<file path="src/rtl/layer1_frame_sequencer.sv">
// Frame sequencer for layer 1: waits for weights, streams one image from the
// pixel buffer into the stage, then counts result beats until complete or timed out.
module layer1_frame_sequencer #(
  parameter int unsigned IMG_PIXELS  = 784,
  parameter int unsigned EXP_OUTPUTS = 144,
  parameter int unsigned MAX_WAIT    = 1000000,
  parameter int unsigned ADDR_W      = 10,
  parameter int unsigned CNT_W       = 20
) (
  input  logic              clk,
  input  logic              rst,
  input  logic              start,
  input  logic              abort,
  input  logic              weights_ready,
  output logic              pix_rd_en,
  output logic [ADDR_W-1:0] pix_rd_addr,
  input  logic [7:0]        pix_rd_data,
  output logic              l1_valid_in,
  output logic [7:0]        l1_pixel_in,
  input  logic              l1_result_valid,
  output logic              busy,
  output logic              done,
  output logic              timeout_err,
  output logic [7:0]        out_count,
  output logic [15:0]       frame_count
);

  typedef enum logic [2:0] {
    S_IDLE,
    S_WAIT_W,
    S_FEED,
    S_DRAIN,
    S_DONE
  } state_t;

  localparam logic [ADDR_W-1:0] LAST_ADDR = ADDR_W'(IMG_PIXELS - 1);
  localparam logic [CNT_W-1:0]  WAIT_LAST = CNT_W'(MAX_WAIT - 1);

  state_t            state_q, state_d;
  logic              pix_rd_en_q, pix_rd_en_d;
  logic [ADDR_W-1:0] addr_q, addr_d;
  logic              v1_q, v1_d;
  logic              v2_q, v2_d;
  logic [7:0]        pixel_q, pixel_d;
  logic              busy_q, busy_d;
  logic              done_q, done_d;
  logic              tout_q, tout_d;
  logic [7:0]        oc_q, oc_d;
  logic [15:0]       fc_q, fc_d;
  logic [CNT_W-1:0]  wait_q, wait_d;
  logic              accept_start;
  logic              counting;

  always_comb begin
    state_d      = state_q;
    addr_d       = '0;
    wait_d       = '0;
    tout_d       = tout_q;
    oc_d         = oc_q;
    fc_d         = fc_q;
    v1_d         = pix_rd_en_q;
    v2_d         = v1_q;
    pixel_d      = v1_q ? pix_rd_data : pixel_q;
    accept_start = 1'b0;
    counting     = (state_q == S_FEED) || (state_q == S_DRAIN) || (state_q == S_DONE);

    case (state_q)
      S_IDLE: begin
        if (start && !abort) begin
          state_d      = S_WAIT_W;
          accept_start = 1'b1;
        end
      end
      S_WAIT_W: begin
        if (weights_ready) state_d = S_FEED;
      end
      S_FEED: begin
        if (addr_q == LAST_ADDR) state_d = S_DRAIN;
        else addr_d = addr_q + 1'b1;
      end
      S_DRAIN: begin
        wait_d = wait_q + 1'b1;
        // Normal completion takes precedence if both conditions land in the same cycle.
        if (!v1_q && !v2_q && (32'(oc_q) >= EXP_OUTPUTS)) begin
          state_d = S_DONE;
          fc_d    = fc_q + 1'b1;
        end else if (wait_q == WAIT_LAST) begin
          state_d = S_DONE;
          tout_d  = 1'b1;
        end
      end
      S_DONE: begin
        state_d = S_IDLE;
      end
      default: state_d = S_IDLE;
    endcase

    if (counting && l1_result_valid && (oc_q != '1)) oc_d = oc_q + 1'b1;

    if (accept_start) begin
      oc_d   = '0;
      tout_d = 1'b0;
    end

    // Abort overrides every transition and flushes the read pipeline.
    if (abort && (state_q != S_IDLE)) begin
      state_d = S_IDLE;
      addr_d  = '0;
      v1_d    = 1'b0;
      v2_d    = 1'b0;
      fc_d    = fc_q;
      tout_d  = tout_q;
    end

    pix_rd_en_d = (state_d == S_FEED);
    busy_d      = (state_d != S_IDLE);
    done_d      = (state_d == S_DONE);
  end

  always_ff @(posedge clk or posedge rst) begin
    if (rst) begin
      state_q     <= S_IDLE;
      pix_rd_en_q <= 1'b0;
      addr_q      <= '0;
      v1_q        <= 1'b0;
      v2_q        <= 1'b0;
      pixel_q     <= '0;
      busy_q      <= 1'b0;
      done_q      <= 1'b0;
      tout_q      <= 1'b0;
      oc_q        <= '0;
      fc_q        <= '0;
      wait_q      <= '0;
    end else begin
      state_q     <= state_d;
      pix_rd_en_q <= pix_rd_en_d;
      addr_q      <= addr_d;
      v1_q        <= v1_d;
      v2_q        <= v2_d;
      pixel_q     <= pixel_d;
      busy_q      <= busy_d;
      done_q      <= done_d;
      tout_q      <= tout_d;
      oc_q        <= oc_d;
      fc_q        <= fc_d;
      wait_q      <= wait_d;
    end
  end

  assign pix_rd_en   = pix_rd_en_q;
  assign pix_rd_addr = addr_q;
  assign l1_valid_in = v2_q;
  assign l1_pixel_in = pixel_q;
  assign busy        = busy_q;
  assign done        = done_q;
  assign timeout_err = tout_q;
  assign out_count   = oc_q;
  assign frame_count = fc_q;

endmodule

</file>
<file path="config.mk">
export PLATFORM = sky130hd
export DESIGN_NAME = layer1_frame_sequencer
export DESIGN_NICKNAME = d
export VERILOG_FILES = /design/src/rtl/layer1_frame_sequencer.sv
export SDC_FILE = /design/constraint.sdc
export NUM_CORES = 1
export LEC_CHECK = 0
export CORE_ASPECT_RATIO = 0.9
export CORE_UTILIZATION = 56
export CTS_BUF_LIST = sky130_fd_sc_hd__clkbuf_16
export DETAILED_ROUTE_END_ITERATION = 10
export GPL_TIMING_DRIVEN = 0
export PLACE_DENSITY = 0.84
export SYNTH_ARGS = -nofsm -noshare
export SYNTH_HDL_FRONTEND = slang
export SYNTH_SLANG_ARGS = --single-unit
</file>
<file path="constraint.sdc">
create_clock -name clk -period 6.65 [get_ports clk]
set_clock_uncertainty 0.05 [all_clocks]
set_input_delay 1.6625 -clock clk [delete_from_list [all_inputs] [get_ports clk]]
set_output_delay 1.6625 -clock clk [all_outputs]
set_load 0.01 [all_outputs]
</file>
==> out/metrics.cfg <==
[sta]
fin_hold_ws_ns=0.424
fin_ws_ns=3.18
tightestPinTransition_ns=0.879
hold_violations=0
fin_crit_ns=3.47
max_clock_freq_mhz=289
maxSlewViolCount=0
setup_violations=0
max_slew_margin=0.414
rsz0062_at_grt=false
fin_crit_sh=0.521
tns_ns=0

[clock_network]
cts-htree-levels=3
cts_made_buffers=9
clk_latency_ns=0.33
cts_resized=0
cts_tree=built
clk_pin_slew_ns=0.06
root_buffer=clkbuf_16
clock_sinks=71
post_cts_buffers=0
cts_hold_buf=0
cts_buffer_depth=2

[floorplan]
core_area_mm2=0.00576
rows=26
die_area_mm2=0.00640
fp.dieH_um=76.0
die_w_um=84.2
io_pins=61
start_util=0.592

[critical_path]
arrival_ns=3.63
reg2regPathDepth=4
reg2reg_setup_slack_ns=4.60
startpoint=abort
cp-end-kind=register
rr_startpoint=state_q[2]
crit_type=in -> reg
crit_fanout=8
cp_data_required_time_ns=6.82
cp-start-kind=input pin
r2r-end=frame_count[1]
crit_path_end=frame_count[1]

[final_layout]
area_delta_synth_final_pct=30.2
final_cell_count_no_fill=467
finalInstanceArea_mm2=0.00444
nets=411
antenna_cells=0
drive_above_1_share=0.113

[routing]
dr.first_iter.drc_count=134
vias_per_cell=5.94
drt_drc_violations_left=5
drtAntennaViolNets=0
first_pass_iters=8
routed_wl_um=7920
vias=2773
routedWlPerCell_um=17.0

[synthesis]
yosysWarnings=0
syn-num-nets=340
ys_dominant_reg_cell=dfrtp_1
ys_seq_area_frac=0.521
ys_ff_latch=71
synth_edf_count=0
syn-cell-area_mm2=0.00341
syn_inst=321
yosys.cell_types.count=51
syn_area_per_cell_um2=10.6
synthArstFlopShare=1.00

[place]
dpl.cell_count=451
dpl_worst_slack_ns=2.94
place.gp.congestion=0.850
port_buffers=60
place_area_mm2=0.00410
dp_hpwl_um=5150

[grt]
grt-ovfl-total=0
grtUsageTotal=0.265
first_global_vias=2813
grt_pass1_wl_um=13300
antenna_found_initial=0
grt_max_degree=72

[power_and_ir_drop]
power_density_mw_per_mm2=295
ir_drop_uv=296
leakagePower_nw=1.82

[run_status]
failed_checks=design-rule violations
outcome=finished, violations left

[job]
max-cap-violations=0

[min_path]
min_path_type=reg -> reg

==> registers in the layout, summed over array words and instances, names as in the netlist <==
register     count
busy             1
done             1
frame_count     16
l1_pixel_in      8
l1_valid_in      1
out_count        8
pix_rd_addr     10
pix_rd_en        1
state_q          3
timeout_err      1
v1_q             1
wait_q          20
==> routing by layer <==
metal,track usage,part of all wire,wire (um)
met1,0.352,0.45,3570
met2,0.406,0.46,3670
met3,0.0921,0.067,530
met4,0.0966,0.019,153
met5,0,0,0
==> kinds of logic (layout without fill, tap and decap cells) <==
kind of cell	after synthesis	count (layout)	share of synthesized area
XOR/XNOR	35	35	0.0899
flip-flops	71	71	0.521
AO/OA/AOI/OAI	39	39	0.0771
AND/OR/NAND/NOR	141	141	0.235
buffers and inverters	19	95	0.0224
adder cells (fa/ha/maj)	5	5	0.0184
multiplexers	11	11	0.0356
==> cell usage in the layout, fill, tap and decap left out, types with 3 or more instances in the layout <==
cell type and n:
ha_1 5, nand2_1 23, nor4_1 5, nand3_1 18, buf_2 4, xnor2_1 23
o21ai_0 4, bufinv_16 3, nand4_1 16, and3_1 6, nor3_1 7, or4_1 6
o31ai_1 8, and4_1 3, xor2_1 12, nor2_1 33, clkbuf_16 9, mux2_2 9
clkbuf_1 4, clkdlybuf4s50_1 60, dfrtp_1 71, a21oi_1 13, inv_1 11
==> through the flow <==
step / power (mW) / utilization
finish: 1.31 / 0.771
CTS: 1.32 / 0.771
global placement: 0.757 / 0.711
floorplan: 0.649 / -
global route: 1.36 / 0.771
detailed placement: 0.768 / 0.712
==> critical path, cell delays in order <==
cell,delay [ns]
clkdlybuf4s50_1,0.48
nand4bb_1,0.24
clkbuf_1,0.23
nor4b_2,0.61
mux2_2,0.40
==> cell type report <==
cell class	instances	area, um2
Sequential cell	71	1780
Multi-Input combinational cell	231	1560
Fill cell	384	1320
Timing Repair Buffer	60	601
Clock buffer	9	225
Clock inverter	7	113
Tap cell	70	87.6
Inverter	11	43.8
Buffer	8	35.0
==> worst min path at each step <==
stage / cells past startpoint / end / startpoint
6_report: 1 / frame_count[15] / frame_count[15]
5_1_grt: 1 / frame_count[12] / frame_count[12]
4_1_cts: 1 / frame_count[15] / frame_count[15]
3_5_place_dp: 1 / frame_count[15] / frame_count[15]
3_3_place_gp: 1 / frame_count[15] / frame_count[15]
2_1_floorplan: 1 / wait_q[0] / wait_q[0]
==> Yosys cell counts (6+ instances only) <==
library cell / count / share of area
nand3_1: 18 / 0.026
o31ai_1: 8 / 0.018
dfrtp_1: 71 / 0.52
nor3_1: 7 / 0.010
a21oi_1: 13 / 0.019
xor2_1: 12 / 0.031
xnor2_1: 23 / 0.059
or4_1: 6 / 0.013
and3_1: 6 / 0.011
nand4_1: 16 / 0.029
nor2_1: 33 / 0.036
inv_1: 11 / 0.012
nand2_1: 23 / 0.025
mux2_2: 9 / 0.030
==> where the power goes <==
part / internal, mW / leakage (nW) / total, mW / switching, mW
combinational: 0.129 / 0.683 / 0.252 / 0.123
sequential: 0.479 / 0.964 / 0.512 / 0.0335
clock: 0.364 / 0.171 / 0.544 / 0.180
total: 0.972 / 1.82 / 1.31 / 0.336
Note: power is estimated with default switching activity, not from simulation.
